`src/rtl/mem_tg_axi_wdog_pkg.sv`:
```
// mem_tg_wdog_pkg: shared types and helpers for the TG2 AXI-MM watchdog stage.
//   wdog_state_t  - watchdog FSM encoding (IDLE, BUSY, TIMEOUT)
//   outst_width() - width of an outstanding-burst counter for a given depth
//   OUTST_W       - counter width for the default depth of 64
//   sat_inc()     - increment that sticks at the all-ones value of a width
package mem_tg_wdog_pkg;

    typedef enum logic [1:0] {
        WDOG_IDLE    = 2'd0,
        WDOG_BUSY    = 2'd1,
        WDOG_TIMEOUT = 2'd2
    } wdog_state_t;

    // One extra bit so the counter can hold the full depth itself.
    function automatic int unsigned outst_width(input int unsigned max_outst);
        return $clog2(max_outst) + 1;
    endfunction

    localparam int unsigned MAX_OUTST_DEF = 64;
    localparam int unsigned OUTST_W       = outst_width(MAX_OUTST_DEF);

    // Saturating increment of the low w bits of v (w <= 64).
    function automatic logic [63:0] sat_inc(input logic [63:0] v, input int unsigned w);
        logic [63:0] lim;
        lim = (w >= 64) ? {64{1'b1}} : ((64'd1 << w) - 64'd1);
        return (v >= lim) ? v : v + 64'd1;
    endfunction

endpackage

```
`src/rtl/mem_tg_axi_wdog_if.sv`:
```
// ofs_fim_emif_axi_mm_if: AXI-MM bundle between TG2, the watchdog stage and
// the EMIF bridge.
//   modport user - request issuer (drives AW/W/AR, accepts B/R)
//   modport emif - memory side (accepts AW/W/AR, drives B/R)
interface ofs_fim_emif_axi_mm_if #(
    parameter int ID_W   = 4,
    parameter int ADDR_W = 32,
    parameter int DATA_W = 64,
    parameter int USER_W = 1
);
    logic              awvalid, awready;
    logic [ID_W-1:0]   awid;
    logic [ADDR_W-1:0] awaddr;
    logic [7:0]        awlen;
    logic [2:0]        awsize;
    logic [1:0]        awburst;
    logic              awlock;
    logic [3:0]        awcache;
    logic [2:0]        awprot;
    logic [USER_W-1:0] awuser;

    logic                wvalid, wready;
    logic [DATA_W-1:0]   wdata;
    logic [DATA_W/8-1:0] wstrb;
    logic                wlast;
    logic [USER_W-1:0]   wuser;

    logic              bvalid, bready;
    logic [ID_W-1:0]   bid;
    logic [1:0]        bresp;
    logic [USER_W-1:0] buser;

    logic              arvalid, arready;
    logic [ID_W-1:0]   arid;
    logic [ADDR_W-1:0] araddr;
    logic [7:0]        arlen;
    logic [2:0]        arsize;
    logic [1:0]        arburst;
    logic              arlock;
    logic [3:0]        arcache;
    logic [2:0]        arprot;
    logic [USER_W-1:0] aruser;

    logic              rvalid, rready;
    logic [ID_W-1:0]   rid;
    logic [DATA_W-1:0] rdata;
    logic [1:0]        rresp;
    logic              rlast;
    logic [USER_W-1:0] ruser;

    modport user (
        output awvalid, awid, awaddr, awlen, awsize, awburst, awlock, awcache, awprot, awuser,
        input  awready,
        output wvalid, wdata, wstrb, wlast, wuser,
        input  wready,
        input  bvalid, bid, bresp, buser,
        output bready,
        output arvalid, arid, araddr, arlen, arsize, arburst, arlock, arcache, arprot, aruser,
        input  arready,
        input  rvalid, rid, rdata, rresp, rlast, ruser,
        output rready
    );

    modport emif (
        input  awvalid, awid, awaddr, awlen, awsize, awburst, awlock, awcache, awprot, awuser,
        output awready,
        input  wvalid, wdata, wstrb, wlast, wuser,
        output wready,
        output bvalid, bid, bresp, buser,
        input  bready,
        input  arvalid, arid, araddr, arlen, arsize, arburst, arlock, arcache, arprot, aruser,
        output arready,
        output rvalid, rid, rdata, rresp, rlast, ruser,
        input  rready
    );
endinterface

```
`src/rtl/mem_tg_axi_wdog_outst_ctr.sv`:
```
// mem_tg_outst_ctr: outstanding-burst counter for one direction.
//   clk, rst_n - clock, async active-low reset
//   inc_i      - request handshake (AW or AR)
//   dec_i      - completion handshake (B, or R with rlast)
//   cnt_o      - bursts currently outstanding
//   full_o     - cnt_o has reached MAX_OUTST
//   err_o      - completion arrived with nothing outstanding (combinational)
module mem_tg_outst_ctr #(
    parameter int unsigned MAX_OUTST = 64,
    parameter int unsigned CW        = $clog2(MAX_OUTST) + 1
) (
    input  logic          clk,
    input  logic          rst_n,
    input  logic          inc_i,
    input  logic          dec_i,
    output logic [CW-1:0] cnt_o,
    output logic          full_o,
    output logic          err_o
);
    logic [CW-1:0] cnt_q, cnt_d;

    // A completion at zero never underflows; it only raises err_o.
    always_comb begin
        cnt_d = cnt_q;
        if (inc_i && !dec_i) begin
            cnt_d = cnt_q + CW'(1);
        end else if (dec_i && !inc_i && (cnt_q != '0)) begin
            cnt_d = cnt_q - CW'(1);
        end
    end

    always_ff @(posedge clk or negedge rst_n) begin
        if (!rst_n) begin
            cnt_q <= '0;
        end else begin
            cnt_q <= cnt_d;
        end
    end

    assign cnt_o  = cnt_q;
    assign full_o = (cnt_q == CW'(MAX_OUTST));
    assign err_o  = dec_i && (cnt_q == '0);
endmodule

```
`src/rtl/mem_tg_axi_wdog.sv`:
```
// mem_tg_axi_wdog: zero-latency AXI-MM pass-through between TG2 and the EMIF
// bridge that limits outstanding bursts per direction, counts completions and
// flags a hung memory through a response watchdog.
//   clk, rst_n   - EMIF user clock, async active-low reset
//   s_if         - TG2-facing side (emif modport)
//   m_if         - EMIF-bridge-facing side (user modport)
//   tmo_cycles   - watchdog limit in cycles, 0 disables it
//   clr          - pulse: clears sticky flags, done counters, TIMEOUT state
//   wr_outst / rd_outst       - outstanding write / read bursts
//   wr_done_cnt / rd_done_cnt - saturating completion counters
//   wdog_tmo / proto_err      - sticky watchdog expiry / unexpected response
//   max_wait     - longest wait seen before a response
// Build option: define MEM_TG_WDOG_MAXWAIT_EN to build the max_wait tracker;
// otherwise max_wait is tied to 0.
module mem_tg_axi_wdog
    import mem_tg_wdog_pkg::*;
#(
    parameter int unsigned MAX_OUTST = 64,
    parameter int unsigned TMO_W     = 24,
    parameter int unsigned CNT_W     = 32
) (
    input  logic                       clk,
    input  logic                       rst_n,
    ofs_fim_emif_axi_mm_if.emif        s_if,
    ofs_fim_emif_axi_mm_if.user        m_if,
    input  logic [TMO_W-1:0]           tmo_cycles,
    input  logic                       clr,
    output logic [$clog2(MAX_OUTST):0] wr_outst,
    output logic [$clog2(MAX_OUTST):0] rd_outst,
    output logic [CNT_W-1:0]           wr_done_cnt,
    output logic [CNT_W-1:0]           rd_done_cnt,
    output logic                       wdog_tmo,
    output logic                       proto_err,
    output logic [TMO_W-1:0]           max_wait
);
    localparam int unsigned   OUTW       = outst_width(MAX_OUTST);
    localparam logic [1:0]    ST_IDLE    = WDOG_IDLE;
    localparam logic [1:0]    ST_BUSY    = WDOG_BUSY;
    localparam logic [1:0]    ST_TIMEOUT = WDOG_TIMEOUT;

    logic             aw_hs, ar_hs, b_hs, r_hs, rl_hs;
    logic             wr_full, rd_full, wr_err, rd_err;
    logic             blk_aw, blk_ar, cnt_zero, expire;
    logic [1:0]       state_q, state_d;
    logic [TMO_W-1:0] tmr_q, tmr_d;
    logic [CNT_W-1:0] wdone_q, wdone_d, rdone_q, rdone_d;
    logic             wdog_q, wdog_d, perr_q, perr_d;

    // Request gating: only valid/ready of AW and AR are touched.
    assign blk_aw = wr_full || (state_q == ST_TIMEOUT);
    assign blk_ar = rd_full || (state_q == ST_TIMEOUT);

    assign m_if.awvalid = s_if.awvalid & ~blk_aw;
    assign s_if.awready = m_if.awready & ~blk_aw;
    assign m_if.arvalid = s_if.arvalid & ~blk_ar;
    assign s_if.arready = m_if.arready & ~blk_ar;

    assign m_if.awid    = s_if.awid;    assign m_if.awaddr  = s_if.awaddr;
    assign m_if.awlen   = s_if.awlen;   assign m_if.awsize  = s_if.awsize;
    assign m_if.awburst = s_if.awburst; assign m_if.awlock  = s_if.awlock;
    assign m_if.awcache = s_if.awcache; assign m_if.awprot  = s_if.awprot;
    assign m_if.awuser  = s_if.awuser;
    assign m_if.arid    = s_if.arid;    assign m_if.araddr  = s_if.araddr;
    assign m_if.arlen   = s_if.arlen;   assign m_if.arsize  = s_if.arsize;
    assign m_if.arburst = s_if.arburst; assign m_if.arlock  = s_if.arlock;
    assign m_if.arcache = s_if.arcache; assign m_if.arprot  = s_if.arprot;
    assign m_if.aruser  = s_if.aruser;
    assign m_if.wvalid  = s_if.wvalid;  assign s_if.wready  = m_if.wready;
    assign m_if.wdata   = s_if.wdata;   assign m_if.wstrb   = s_if.wstrb;
    assign m_if.wlast   = s_if.wlast;   assign m_if.wuser   = s_if.wuser;
    assign s_if.bvalid  = m_if.bvalid;  assign m_if.bready  = s_if.bready;
    assign s_if.bid     = m_if.bid;     assign s_if.bresp   = m_if.bresp;
    assign s_if.buser   = m_if.buser;
    assign s_if.rvalid  = m_if.rvalid;  assign m_if.rready  = s_if.rready;
    assign s_if.rid     = m_if.rid;     assign s_if.rdata   = m_if.rdata;
    assign s_if.rresp   = m_if.rresp;   assign s_if.rlast   = m_if.rlast;
    assign s_if.ruser   = m_if.ruser;

    assign aw_hs = m_if.awvalid & m_if.awready;
    assign ar_hs = m_if.arvalid & m_if.arready;
    assign b_hs  = m_if.bvalid & s_if.bready;
    assign r_hs  = m_if.rvalid & s_if.rready;
    assign rl_hs = r_hs & m_if.rlast;

    mem_tg_outst_ctr #(.MAX_OUTST(MAX_OUTST), .CW(OUTW)) u_wr_ctr (
        .clk(clk), .rst_n(rst_n), .inc_i(aw_hs), .dec_i(b_hs),
        .cnt_o(wr_outst), .full_o(wr_full), .err_o(wr_err)
    );

    mem_tg_outst_ctr #(.MAX_OUTST(MAX_OUTST), .CW(OUTW)) u_rd_ctr (
        .clk(clk), .rst_n(rst_n), .inc_i(ar_hs), .dec_i(rl_hs),
        .cnt_o(rd_outst), .full_o(rd_full), .err_o(rd_err)
    );

    assign cnt_zero = (wr_outst == '0) && (rd_outst == '0);
    // Equality compare: lowering tmo_cycles below the running timer does not
    // fire until the timer has been cleared and climbs again.
    assign expire   = (tmo_cycles != '0) && (tmr_q == tmo_cycles);

    always_comb begin
        tmr_d = TMO_W'(sat_inc(64'(tmr_q), TMO_W));
        if (clr || b_hs || r_hs || cnt_zero) begin
            tmr_d = '0;
        end

        wdone_d = b_hs  ? CNT_W'(sat_inc(64'(wdone_q), CNT_W)) : wdone_q;
        rdone_d = rl_hs ? CNT_W'(sat_inc(64'(rdone_q), CNT_W)) : rdone_q;
        perr_d  = perr_q | wr_err | rd_err;
        wdog_d  = wdog_q;
        state_d = state_q;

        case (state_q)
            ST_IDLE: begin
                if (!cnt_zero) state_d = ST_BUSY;
            end
            ST_BUSY: begin
                if (cnt_zero) begin
                    state_d = ST_IDLE;
                end else if (expire && !clr) begin
                    state_d = ST_TIMEOUT;
                    wdog_d  = 1'b1;
                end
            end
            ST_TIMEOUT: begin
                if (clr) state_d = ST_IDLE;
            end
            default: state_d = ST_IDLE;
        endcase

        if (clr) begin
            wdone_d = '0;
            rdone_d = '0;
            perr_d  = 1'b0;
            wdog_d  = 1'b0;
        end
    end

    always_ff @(posedge clk or negedge rst_n) begin
        if (!rst_n) begin
            state_q <= ST_IDLE;
            tmr_q   <= '0;
            wdone_q <= '0;
            rdone_q <= '0;
            wdog_q  <= 1'b0;
            perr_q  <= 1'b0;
        end else begin
            state_q <= state_d;
            tmr_q   <= tmr_d;
            wdone_q <= wdone_d;
            rdone_q <= rdone_d;
            wdog_q  <= wdog_d;
            perr_q  <= perr_d;
        end
    end

    assign wr_done_cnt = wdone_q;
    assign rd_done_cnt = rdone_q;
    assign wdog_tmo    = wdog_q;
    assign proto_err   = perr_q;

`ifdef MEM_TG_WDOG_MAXWAIT_EN
    // tmr_q at a response handshake is the wait that response just ended.
    logic [TMO_W-1:0] maxw_q, maxw_d;

    always_comb begin
        maxw_d = maxw_q;
        if (clr) begin
            maxw_d = '0;
        end else if ((b_hs || r_hs) && (tmr_q > maxw_q)) begin
            maxw_d = tmr_q;
        end
    end

    always_ff @(posedge clk or negedge rst_n) begin
        if (!rst_n) begin
            maxw_q <= '0;
        end else begin
            maxw_q <= maxw_d;
        end
    end

    assign max_wait = maxw_q;
`else
    assign max_wait = '0;
`endif
endmodule
```
`src/flat_wrapper.sv`:
```
// flat-port wrapper written by rule: the top's interface ports become plain ports
module mem_tg_axi_wdog_flat import mem_tg_wdog_pkg::*;
#(
    parameter int unsigned MAX_OUTST = 64,
    parameter int unsigned TMO_W     = 24,
    parameter int unsigned CNT_W     = 32
)
  (clk, rst_n, tmo_cycles, clr, wr_outst, rd_outst, wr_done_cnt, rd_done_cnt, wdog_tmo, proto_err, max_wait, s_if_awvalid, s_if_awid, s_if_awaddr, s_if_awlen, s_if_awsize, s_if_awburst, s_if_awlock, s_if_awcache, s_if_awprot, s_if_awuser, s_if_awready, s_if_wvalid, s_if_wdata, s_if_wstrb, s_if_wlast, s_if_wuser, s_if_wready, s_if_bvalid, s_if_bid, s_if_bresp, s_if_buser, s_if_bready, s_if_arvalid, s_if_arid, s_if_araddr, s_if_arlen, s_if_arsize, s_if_arburst, s_if_arlock, s_if_arcache, s_if_arprot, s_if_aruser, s_if_arready, s_if_rvalid, s_if_rid, s_if_rdata, s_if_rresp, s_if_rlast, s_if_ruser, s_if_rready, m_if_awvalid, m_if_awid, m_if_awaddr, m_if_awlen, m_if_awsize, m_if_awburst, m_if_awlock, m_if_awcache, m_if_awprot, m_if_awuser, m_if_awready, m_if_wvalid, m_if_wdata, m_if_wstrb, m_if_wlast, m_if_wuser, m_if_wready, m_if_bvalid, m_if_bid, m_if_bresp, m_if_buser, m_if_bready, m_if_arvalid, m_if_arid, m_if_araddr, m_if_arlen, m_if_arsize, m_if_arburst, m_if_arlock, m_if_arcache, m_if_arprot, m_if_aruser, m_if_arready, m_if_rvalid, m_if_rid, m_if_rdata, m_if_rresp, m_if_rlast, m_if_ruser, m_if_rready);
  ofs_fim_emif_axi_mm_if s_if_i ();
  ofs_fim_emif_axi_mm_if m_if_i ();
  input  logic clk;
  input  logic rst_n;
  input  logic [TMO_W-1:0] tmo_cycles;
  input  logic clr;
  output logic [$clog2(MAX_OUTST):0] wr_outst;
  output logic [$clog2(MAX_OUTST):0] rd_outst;
  output logic [CNT_W-1:0] wr_done_cnt;
  output logic [CNT_W-1:0] rd_done_cnt;
  output logic wdog_tmo;
  output logic proto_err;
  output logic [TMO_W-1:0] max_wait;
  input wire logic [$bits(s_if_i.awvalid)-1:0] s_if_awvalid;
  input wire logic [$bits(s_if_i.awid)-1:0] s_if_awid;
  input wire logic [$bits(s_if_i.awaddr)-1:0] s_if_awaddr;
  input wire logic [$bits(s_if_i.awlen)-1:0] s_if_awlen;
  input wire logic [$bits(s_if_i.awsize)-1:0] s_if_awsize;
  input wire logic [$bits(s_if_i.awburst)-1:0] s_if_awburst;
  input wire logic [$bits(s_if_i.awlock)-1:0] s_if_awlock;
  input wire logic [$bits(s_if_i.awcache)-1:0] s_if_awcache;
  input wire logic [$bits(s_if_i.awprot)-1:0] s_if_awprot;
  input wire logic [$bits(s_if_i.awuser)-1:0] s_if_awuser;
  output wire logic [$bits(s_if_i.awready)-1:0] s_if_awready;
  input wire logic [$bits(s_if_i.wvalid)-1:0] s_if_wvalid;
  input wire logic [$bits(s_if_i.wdata)-1:0] s_if_wdata;
  input wire logic [$bits(s_if_i.wstrb)-1:0] s_if_wstrb;
  input wire logic [$bits(s_if_i.wlast)-1:0] s_if_wlast;
  input wire logic [$bits(s_if_i.wuser)-1:0] s_if_wuser;
  output wire logic [$bits(s_if_i.wready)-1:0] s_if_wready;
  output wire logic [$bits(s_if_i.bvalid)-1:0] s_if_bvalid;
  output wire logic [$bits(s_if_i.bid)-1:0] s_if_bid;
  output wire logic [$bits(s_if_i.bresp)-1:0] s_if_bresp;
  output wire logic [$bits(s_if_i.buser)-1:0] s_if_buser;
  input wire logic [$bits(s_if_i.bready)-1:0] s_if_bready;
  input wire logic [$bits(s_if_i.arvalid)-1:0] s_if_arvalid;
  input wire logic [$bits(s_if_i.arid)-1:0] s_if_arid;
  input wire logic [$bits(s_if_i.araddr)-1:0] s_if_araddr;
  input wire logic [$bits(s_if_i.arlen)-1:0] s_if_arlen;
  input wire logic [$bits(s_if_i.arsize)-1:0] s_if_arsize;
  input wire logic [$bits(s_if_i.arburst)-1:0] s_if_arburst;
  input wire logic [$bits(s_if_i.arlock)-1:0] s_if_arlock;
  input wire logic [$bits(s_if_i.arcache)-1:0] s_if_arcache;
  input wire logic [$bits(s_if_i.arprot)-1:0] s_if_arprot;
  input wire logic [$bits(s_if_i.aruser)-1:0] s_if_aruser;
  output wire logic [$bits(s_if_i.arready)-1:0] s_if_arready;
  output wire logic [$bits(s_if_i.rvalid)-1:0] s_if_rvalid;
  output wire logic [$bits(s_if_i.rid)-1:0] s_if_rid;
  output wire logic [$bits(s_if_i.rdata)-1:0] s_if_rdata;
  output wire logic [$bits(s_if_i.rresp)-1:0] s_if_rresp;
  output wire logic [$bits(s_if_i.rlast)-1:0] s_if_rlast;
  output wire logic [$bits(s_if_i.ruser)-1:0] s_if_ruser;
  input wire logic [$bits(s_if_i.rready)-1:0] s_if_rready;
  output wire logic [$bits(m_if_i.awvalid)-1:0] m_if_awvalid;
  output wire logic [$bits(m_if_i.awid)-1:0] m_if_awid;
  output wire logic [$bits(m_if_i.awaddr)-1:0] m_if_awaddr;
  output wire logic [$bits(m_if_i.awlen)-1:0] m_if_awlen;
  output wire logic [$bits(m_if_i.awsize)-1:0] m_if_awsize;
  output wire logic [$bits(m_if_i.awburst)-1:0] m_if_awburst;
  output wire logic [$bits(m_if_i.awlock)-1:0] m_if_awlock;
  output wire logic [$bits(m_if_i.awcache)-1:0] m_if_awcache;
  output wire logic [$bits(m_if_i.awprot)-1:0] m_if_awprot;
  output wire logic [$bits(m_if_i.awuser)-1:0] m_if_awuser;
  input wire logic [$bits(m_if_i.awready)-1:0] m_if_awready;
  output wire logic [$bits(m_if_i.wvalid)-1:0] m_if_wvalid;
  output wire logic [$bits(m_if_i.wdata)-1:0] m_if_wdata;
  output wire logic [$bits(m_if_i.wstrb)-1:0] m_if_wstrb;
  output wire logic [$bits(m_if_i.wlast)-1:0] m_if_wlast;
  output wire logic [$bits(m_if_i.wuser)-1:0] m_if_wuser;
  input wire logic [$bits(m_if_i.wready)-1:0] m_if_wready;
  input wire logic [$bits(m_if_i.bvalid)-1:0] m_if_bvalid;
  input wire logic [$bits(m_if_i.bid)-1:0] m_if_bid;
  input wire logic [$bits(m_if_i.bresp)-1:0] m_if_bresp;
  input wire logic [$bits(m_if_i.buser)-1:0] m_if_buser;
  output wire logic [$bits(m_if_i.bready)-1:0] m_if_bready;
  output wire logic [$bits(m_if_i.arvalid)-1:0] m_if_arvalid;
  output wire logic [$bits(m_if_i.arid)-1:0] m_if_arid;
  output wire logic [$bits(m_if_i.araddr)-1:0] m_if_araddr;
  output wire logic [$bits(m_if_i.arlen)-1:0] m_if_arlen;
  output wire logic [$bits(m_if_i.arsize)-1:0] m_if_arsize;
  output wire logic [$bits(m_if_i.arburst)-1:0] m_if_arburst;
  output wire logic [$bits(m_if_i.arlock)-1:0] m_if_arlock;
  output wire logic [$bits(m_if_i.arcache)-1:0] m_if_arcache;
  output wire logic [$bits(m_if_i.arprot)-1:0] m_if_arprot;
  output wire logic [$bits(m_if_i.aruser)-1:0] m_if_aruser;
  input wire logic [$bits(m_if_i.arready)-1:0] m_if_arready;
  input wire logic [$bits(m_if_i.rvalid)-1:0] m_if_rvalid;
  input wire logic [$bits(m_if_i.rid)-1:0] m_if_rid;
  input wire logic [$bits(m_if_i.rdata)-1:0] m_if_rdata;
  input wire logic [$bits(m_if_i.rresp)-1:0] m_if_rresp;
  input wire logic [$bits(m_if_i.rlast)-1:0] m_if_rlast;
  input wire logic [$bits(m_if_i.ruser)-1:0] m_if_ruser;
  output wire logic [$bits(m_if_i.rready)-1:0] m_if_rready;
  assign s_if_i.awvalid = s_if_awvalid;
  assign s_if_i.awid = s_if_awid;
  assign s_if_i.awaddr = s_if_awaddr;
  assign s_if_i.awlen = s_if_awlen;
  assign s_if_i.awsize = s_if_awsize;
  assign s_if_i.awburst = s_if_awburst;
  assign s_if_i.awlock = s_if_awlock;
  assign s_if_i.awcache = s_if_awcache;
  assign s_if_i.awprot = s_if_awprot;
  assign s_if_i.awuser = s_if_awuser;
  assign s_if_awready = s_if_i.awready;
  assign s_if_i.wvalid = s_if_wvalid;
  assign s_if_i.wdata = s_if_wdata;
  assign s_if_i.wstrb = s_if_wstrb;
  assign s_if_i.wlast = s_if_wlast;
  assign s_if_i.wuser = s_if_wuser;
  assign s_if_wready = s_if_i.wready;
  assign s_if_bvalid = s_if_i.bvalid;
  assign s_if_bid = s_if_i.bid;
  assign s_if_bresp = s_if_i.bresp;
  assign s_if_buser = s_if_i.buser;
  assign s_if_i.bready = s_if_bready;
  assign s_if_i.arvalid = s_if_arvalid;
  assign s_if_i.arid = s_if_arid;
  assign s_if_i.araddr = s_if_araddr;
  assign s_if_i.arlen = s_if_arlen;
  assign s_if_i.arsize = s_if_arsize;
  assign s_if_i.arburst = s_if_arburst;
  assign s_if_i.arlock = s_if_arlock;
  assign s_if_i.arcache = s_if_arcache;
  assign s_if_i.arprot = s_if_arprot;
  assign s_if_i.aruser = s_if_aruser;
  assign s_if_arready = s_if_i.arready;
  assign s_if_rvalid = s_if_i.rvalid;
  assign s_if_rid = s_if_i.rid;
  assign s_if_rdata = s_if_i.rdata;
  assign s_if_rresp = s_if_i.rresp;
  assign s_if_rlast = s_if_i.rlast;
  assign s_if_ruser = s_if_i.ruser;
  assign s_if_i.rready = s_if_rready;
  assign m_if_awvalid = m_if_i.awvalid;
  assign m_if_awid = m_if_i.awid;
  assign m_if_awaddr = m_if_i.awaddr;
  assign m_if_awlen = m_if_i.awlen;
  assign m_if_awsize = m_if_i.awsize;
  assign m_if_awburst = m_if_i.awburst;
  assign m_if_awlock = m_if_i.awlock;
  assign m_if_awcache = m_if_i.awcache;
  assign m_if_awprot = m_if_i.awprot;
  assign m_if_awuser = m_if_i.awuser;
  assign m_if_i.awready = m_if_awready;
  assign m_if_wvalid = m_if_i.wvalid;
  assign m_if_wdata = m_if_i.wdata;
  assign m_if_wstrb = m_if_i.wstrb;
  assign m_if_wlast = m_if_i.wlast;
  assign m_if_wuser = m_if_i.wuser;
  assign m_if_i.wready = m_if_wready;
  assign m_if_i.bvalid = m_if_bvalid;
  assign m_if_i.bid = m_if_bid;
  assign m_if_i.bresp = m_if_bresp;
  assign m_if_i.buser = m_if_buser;
  assign m_if_bready = m_if_i.bready;
  assign m_if_arvalid = m_if_i.arvalid;
  assign m_if_arid = m_if_i.arid;
  assign m_if_araddr = m_if_i.araddr;
  assign m_if_arlen = m_if_i.arlen;
  assign m_if_arsize = m_if_i.arsize;
  assign m_if_arburst = m_if_i.arburst;
  assign m_if_arlock = m_if_i.arlock;
  assign m_if_arcache = m_if_i.arcache;
  assign m_if_arprot = m_if_i.arprot;
  assign m_if_aruser = m_if_i.aruser;
  assign m_if_i.arready = m_if_arready;
  assign m_if_i.rvalid = m_if_rvalid;
  assign m_if_i.rid = m_if_rid;
  assign m_if_i.rdata = m_if_rdata;
  assign m_if_i.rresp = m_if_rresp;
  assign m_if_i.rlast = m_if_rlast;
  assign m_if_i.ruser = m_if_ruser;
  assign m_if_rready = m_if_i.rready;
  mem_tg_axi_wdog #(.MAX_OUTST(MAX_OUTST), .TMO_W(TMO_W), .CNT_W(CNT_W)) u_core (.clk(clk), .rst_n(rst_n), .s_if(s_if_i), .m_if(m_if_i), .tmo_cycles(tmo_cycles), .clr(clr), .wr_outst(wr_outst), .rd_outst(rd_outst), .wr_done_cnt(wr_done_cnt), .rd_done_cnt(rd_done_cnt), .wdog_tmo(wdog_tmo), .proto_err(proto_err), .max_wait(max_wait));
endmodule
```
`config.mk`:
```
export PLATFORM = sky130hd
export DESIGN_NAME = mem_tg_axi_wdog_flat
export DESIGN_NICKNAME = d
export VERILOG_FILES = /design/src/rtl/mem_tg_axi_wdog_pkg.sv /design/src/rtl/mem_tg_axi_wdog_if.sv /design/src/rtl/mem_tg_axi_wdog_outst_ctr.sv /design/src/rtl/mem_tg_axi_wdog.sv /design/src/flat_wrapper.sv
export SDC_FILE = /design/constraint.sdc
export NUM_CORES = 1
export LEC_CHECK = 0
export CAP_MARGIN = 0
export CORE_AREA = 10 10 261 263
export DETAILED_ROUTE_END_ITERATION = 12
export DIE_AREA = 0 0 271 273
export HOLD_SLACK_MARGIN = 0.06
export MAX_ROUTING_LAYER = met4
export PLACE_DENSITY_LB_ADDON = 0.12
export SYNTH_ARGS = -nofsm -noshare
export SYNTH_HDL_FRONTEND = slang
export SYNTH_SLANG_ARGS = --single-unit
```
`constraint.sdc`:
```
create_clock -name clk -period 7.24 [get_ports clk]
set_input_delay 1.448 -clock clk [delete_from_list [all_inputs] [get_ports clk]]
set_output_delay 1.448 -clock clk [all_outputs]
set_load 0.005 [all_outputs]
```
# [Word level (Yosys, flattened, before mapping)]
# Cells that the tools add are included.
[totals] reg_bits=106 in_bits=306
[op_classes] n_bitwise=13 n_addsub=7 mux=22 magnitude_cmp=3 eq_ne=12 n_reduce_logical=37
[op_table] cell="32-bit two-way mux" n=6
[op_table] cell="32-bit by 1-bit adder with 32-bit output (second input constant)" n=2
[op_table] cell="32-bit greater-or-equal comparator (second input constant)" n=2
[op_table] cell="24-bit two-way mux" n=2
[op_table] cell="7-bit two-way mux" n=4
[op_table] cell="24-bit by 1-bit adder with 24-bit output (second input constant)" n=1
[op_table] cell="24-bit == test" n=1
[op_table] cell="24-bit greater-or-equal comparator (second input constant)" n=1
[op_table] cell="24-bit nonzero test" n=1
[op_table] cell="7-bit by 1-bit adder with 7-bit output (second input constant)" n=2
[op_table] cell="7-bit == test (second input constant)" n=2
[op_table] cell="7-bit logical NOT" n=2
[op_table] cell="7-bit nonzero test" n=2
[op_table] cell="7-bit by 1-bit subtractor with 7-bit output (second input constant)" n=2
[op_table] cell="2-bit != test (second input constant)" n=6
[op_table] cell="2-bit nonzero test" n=6
[op_table] cell="1-bit logical AND" n=11
[op_table] cell="1-bit AND" n=9
[op_table] cell="2-bit two-way mux" n=4
[op_table] cell="2-bit case mux with 3 select lines" n=1
[op_table] cell="3-bit AND reduction" n=2
[op_table] cell="1-bit logical NOT" n=5
[op_table] cell="1-bit logical OR" n=5
[op_table] cell="1-bit two-way mux" n=5
[op_table] cell="7 further kinds" n=10

# [Logic depth before layout (Yosys ltp)]
[logic_depth] depth_word=10 mapped_depth=9

# [Cells and area by module]
# Synthesis repeated with hierarchy kept, for this count alone.
[hier_totals] cells_unflattened=1026 hier_area_um2=8904.8
[by_module_without_submodules] mod="mem_tg_axi_wdog" seq_area_each_um2=2302.2 instances=1 area_per_inst_um2=7786.2 cells_each=918
[by_module_without_submodules] mod="mem_tg_outst_ctr" seq_area_each_um2=175.2 instances=2 area_per_inst_um2=559.3 cells_each=54

# [Worst setup path after synthesis]
# No wires, ideal clock.
[synth_path] path_type="input-to-reg" startpoint="input port m_if_rlast" endpoint="register u_core.u_rd_ctr.cnt_q[6], in the netlist u_core.u_rd_ctr.cnt_o[6]" path_slack_ns=3.702 path_buffers=1 arrival_ns=3.444 path_stages=9 t_required_ns=7.146 setup_ns=0.094 path_cell_list="and3_1 > clkbuf_1 > a211o_1 > fa_1 > a211oi_1 > o21bai_1 > a21oi_1 > mux2i_1 > a211oi_1"
[synth_between] elab_chain_len=4 word_cells_on_any_way=7 classes_between="1 x mux; 1 x bitwise; 5 x reduce/logical"
[synth_lines] item="start, declared" line_no="flat_wrapper.sv:99" source="input wire logic [$bits(m_if_i.rlast)-1:0] m_if_rlast;"
[synth_lines] item="1-bit AND *" line_no="mem_tg_axi_wdog.sv:83" source="assign rl_hs = r_hs & m_if.rlast;"
[synth_lines] item="1-bit logical NOT or 1-bit logical AND (tied branches)" line_no="mem_tg_axi_wdog_outst_ctr.sv:25, mem_tg_axi_wdog_outst_ctr.sv:27"
[synth_lines] item="1-bit logical AND, on equally long branches" line_no="mem_tg_axi_wdog_outst_ctr.sv:25, mem_tg_axi_wdog_outst_ctr.sv:27"
[synth_lines] item="7-bit two-way mux or 2-bit nonzero test (tied branches)"
[synth_lines] item="end signal, assigned" line_no="mem_tg_axi_wdog_outst_ctr.sv:36" source="cnt_q <= cnt_d;"
[synth_lines] item="end, declared" line_no="mem_tg_axi_wdog_outst_ctr.sv:20" source="logic [CW-1:0] cnt_q, cnt_d;"
# Mark *: on every way between the ends. The rest lies on a longest branch, timed or not.
# A chain may end at the register's enable or synchronous reset.

# [Final worst setup path]
[layout_path] startpoint="input port s_if_awvalid" endpoint="output port m_if_awvalid"
[layout_between] elab_chain_len=1
[layout_lines] item="start, declared" line_no="flat_wrapper.sv:22" source="input wire logic [$bits(s_if_i.awvalid)-1:0] s_if_awvalid;"
[layout_lines] item="1-bit AND" line_no="mem_tg_axi_wdog.sv:53" source="assign m_if.awvalid = s_if.awvalid & ~blk_aw;"
[layout_lines] item="end, declared" line_no="flat_wrapper.sv:62" source="output wire logic [$bits(m_if_i.awvalid)-1:0] m_if_awvalid;"
# No other way between the ends.

==> metrics.md <==
| Metric | Value |
|---|---|
| Status | `complete, no violations` |
| FF/Latch Area | `2653 sq um` |
| Slowest stage delay, CP | `570 ps` |
| Power Density | `194.8 nW/um^2` |
| Most used cell, CP | `clkdlybuf4s50_1` |
| NumNets Final | `1189` |
| Root Driver | `clkbuf_16` |
| CP cell instances | `clkdlybuf4s50_1 > o311a_2 > clkdlybuf4s50_1` |
| DIE AREA | `73980 sq um` |
| CTS tree | `built` |
| Post-synth top area cell | `dfrtp_1` |
| Starting density of the core | `14.21%` |
| Post-synthesis cell area | `8914 sq um` |
| WHS | `550.6 ps` |
| # fillers | `7119` |
| Mapped Cells | `1031` |
| Hpwl dp | `24.88 mm` |
| Synth area leaders | `dfrtp_1, buf_4, xnor2_1` |
| Worst VDD drop | `0.0001202 V` |
| FP Rows | `92` |
| Antenna diodes | `0` |
| Core ar. | `62740 sq um` |
| Drt total wl | `32.45 mm` |
| Via count | `6522` |
| Arrival @ worst endpoint | `2720 ps` |
| Vias in the first global route | `6740` |
| Clk_skew | `13.58 ps` |
| Setup WS pre-CTS | `2841 ps` |
| Most frequent cells in the layout | `clkdlybuf4s50_1, dfrtp_1, a21oi_1, nand2_1, nor2_1` |
| Multi-input logic area | `3908 sq um` |
| RSZ-0062 raised after global routing | `no` |
| Synth-to-layout area growth | `4.113%` |
| R2R cell count | `9` |
| CP Launch Type | `input pin` |
| Cell area after layout | `9280 sq um` |
| Drt wl/cell | `18.90 um` |
| Setup Fix Bufs, Post-CTS | `0` |
| Hold_buf cts | `0` |
| Final min period | `4170 ps` |
| First-pass GRT wire length | `47.50 mm` |
| Placed cells | `1701` |
| Slowest CP cell | `clkdlybuf4s50_1` |
| Max Root-Sink Buffers | `2` |
| Sw Share | `33.09%` |
| Worst min path class | `flip-flop to flip-flop` |
| Pwr Total | `1.808 mW` |
| Global route overflow | `0` |
| F_max | `239.8 MHz` |
| Most common cell after layout, fill and taps aside | `clkdlybuf4s50_1` |
| Clock sinks | `106` |
| Rel. slew slack | `28.51%` |
| Num ports | `689` |
| Final setup viols | `0` |
| Vias per inst | `3.798` |
| Comb power frac | `28.3%` |
| Largest net degree at the start of global routing | `56` |
| Share of the synthesized area in the top cell type | `29.76%` |
| Max cap viols | `0` |
| CTS Buf Count | `9` |
| Int Pwr | `1.210 mW` |
| Final worst path period share | `57.60%` |
| Static Leak | `3.173 nW` |
| Clock power frac | `32.8%` |
| WHS Path Cells | `2` |
| Detail Route Antenna Nets | `0` |
| # resized after CTS | `0` |
| TNS Setup | `0 ps` |
| 1st-iter DRT viols | `238` |
| CP endpoint kind | `output port` |
| Util after Layout | `14.79%` |
| Worst endpoint required time | `5790 ps` |
| Die Ht | `273 um` |
| Slew Viols, Final | `0` |
| Final hold viol count | `0` |
| EDFF count, synth | `0` |
| Share of layout cells above drive strength 1 | `7.922%` |
| Ys flop type | `dfrtp_1` |
| Seq pwr share | `38.8%` |
| PortBufs | `124` |
| Synth warnings | `0` |
| Yosys reg bits | `106` |
| Antenna violations before repair | `1` |
| Drt drc | `0` |
| Synthesized area per cell | `8.646 sq um` |
| Worst-path fanout max | `4` |
| Critical path type | `input pin to output port` |
| Final Non-Filler Cells | `1717` |
| Die span in x | `271 um` |
| Clock slew at reported path FFs | `80 ps` |
| Global Route Usage Sum | `8.862%` |
| Slew @ Worst Pin | `1063 ps` |
| Sw Pwr | `0.5983 mW` |
| Register area share after synthesis | `29.76%` |
| Yosys cell types | `66` |
| Final GP Congestion | `0.7325` |
| Asr flop ratio synth | `100.0%` |
| H-tree levels | `3` |
| First-pass DRT Iterations | `4` |
| Clk_lat worst skew | `400 ps` |
| Post-route setup slack | `3070 ps` |
| DP Area | `8954 sq um` |
## worst paths after layout
kind / slack, ps / start / to
max: 3070 / s_if_awvalid / m_if_awvalid
min in group asynchronous: 1100 / rst_n / u_core.wr_done_cnt[12]
min reg2reg: 550 / u_core.wdog_tmo / u_core.wdog_tmo
max in group asynchronous: 4710 / rst_n / u_core.u_rd_ctr.cnt_o[3]
min: 550 / u_core.wdog_tmo / u_core.wdog_tmo
max reg2reg: 4210 / u_core.state_q[0] / u_core.u_rd_ctr.cnt_o[6]
## sequential cells by signal, indices dropped and copies added (netlist names)
name	flops
u_core.wdog_tmo	1
u_core.u_wr_ctr.cnt_o	7
u_core.rd_done_cnt	32
u_core.u_rd_ctr.cnt_o	7
u_core.wr_done_cnt	32
u_core.tmr_q	24
u_core.proto_err	1
u_core.state_q	2
## routing by layer
layer	up-vias	global-route usage, %	share of wire (%)
li1	2979	-	-
met1	3149	9.578	41
met2	285	14.13	48
met3	109	3.502	7.6
met4	0	4.205	4.0
met5	-	-	0
## kinds of logic (layout without fill, tap and decap cells)
kind of cell	after synthesis	after routing	synth area share [%]
buffers and inverters	346	163	27.37
AND/OR/NAND/NOR	317	317	20.19
AO/OA/AOI/OAI	171	171	12.32
adder cells (fa/ha/maj)	17	17	2.555
XOR/XNOR	50	50	4.913
flip-flops	106	106	29.76
multiplexers	23	23	2.850
other	1	24	0.04207
## worst max-delay path, delay by kind of cell
kind	cells	cell delay (ps)
buffers and inverters	2	1070
AOI/OAI and AO/OA	1	210
## cell usage after synthesis (21+ instances only)
cell type,n
buf_4,303
dfrtp_1,106
a21oi_1,63
nand2_1,55
nor2_1,54
xnor2_1,42
o21ai_0,39
nand3_1,31
or3_1,30
nand4_1,23
or4_1,22
clkbuf_1,21
o31ai_1,21
## power groups by stage
stage | logic, mW | registers, mW | clock network (mW)
floorplan | 0.438 | 0.701 | 0
global placement | 0.530 | 0.718 | 0
detailed placement | 0.526 | 0.717 | 0
CTS | 0.528 | 0.706 | 0.639
global route | 0.584 | 0.717 | 0.656
finish | 0.513 | 0.702 | 0.593
## final cells by class
cell class | instances | share of cell area (%)
multi-input combinational | 602 | 42.11
sequential | 106 | 28.58
timing repair buffer | 128 | 13.62
tap | 846 | 11.41
clock buffer | 9 | 2.427
clock inverter | 7 | 1.092
inverter | 19 | 0.7685
Note: power is estimated with default switching activity, not from simulation.
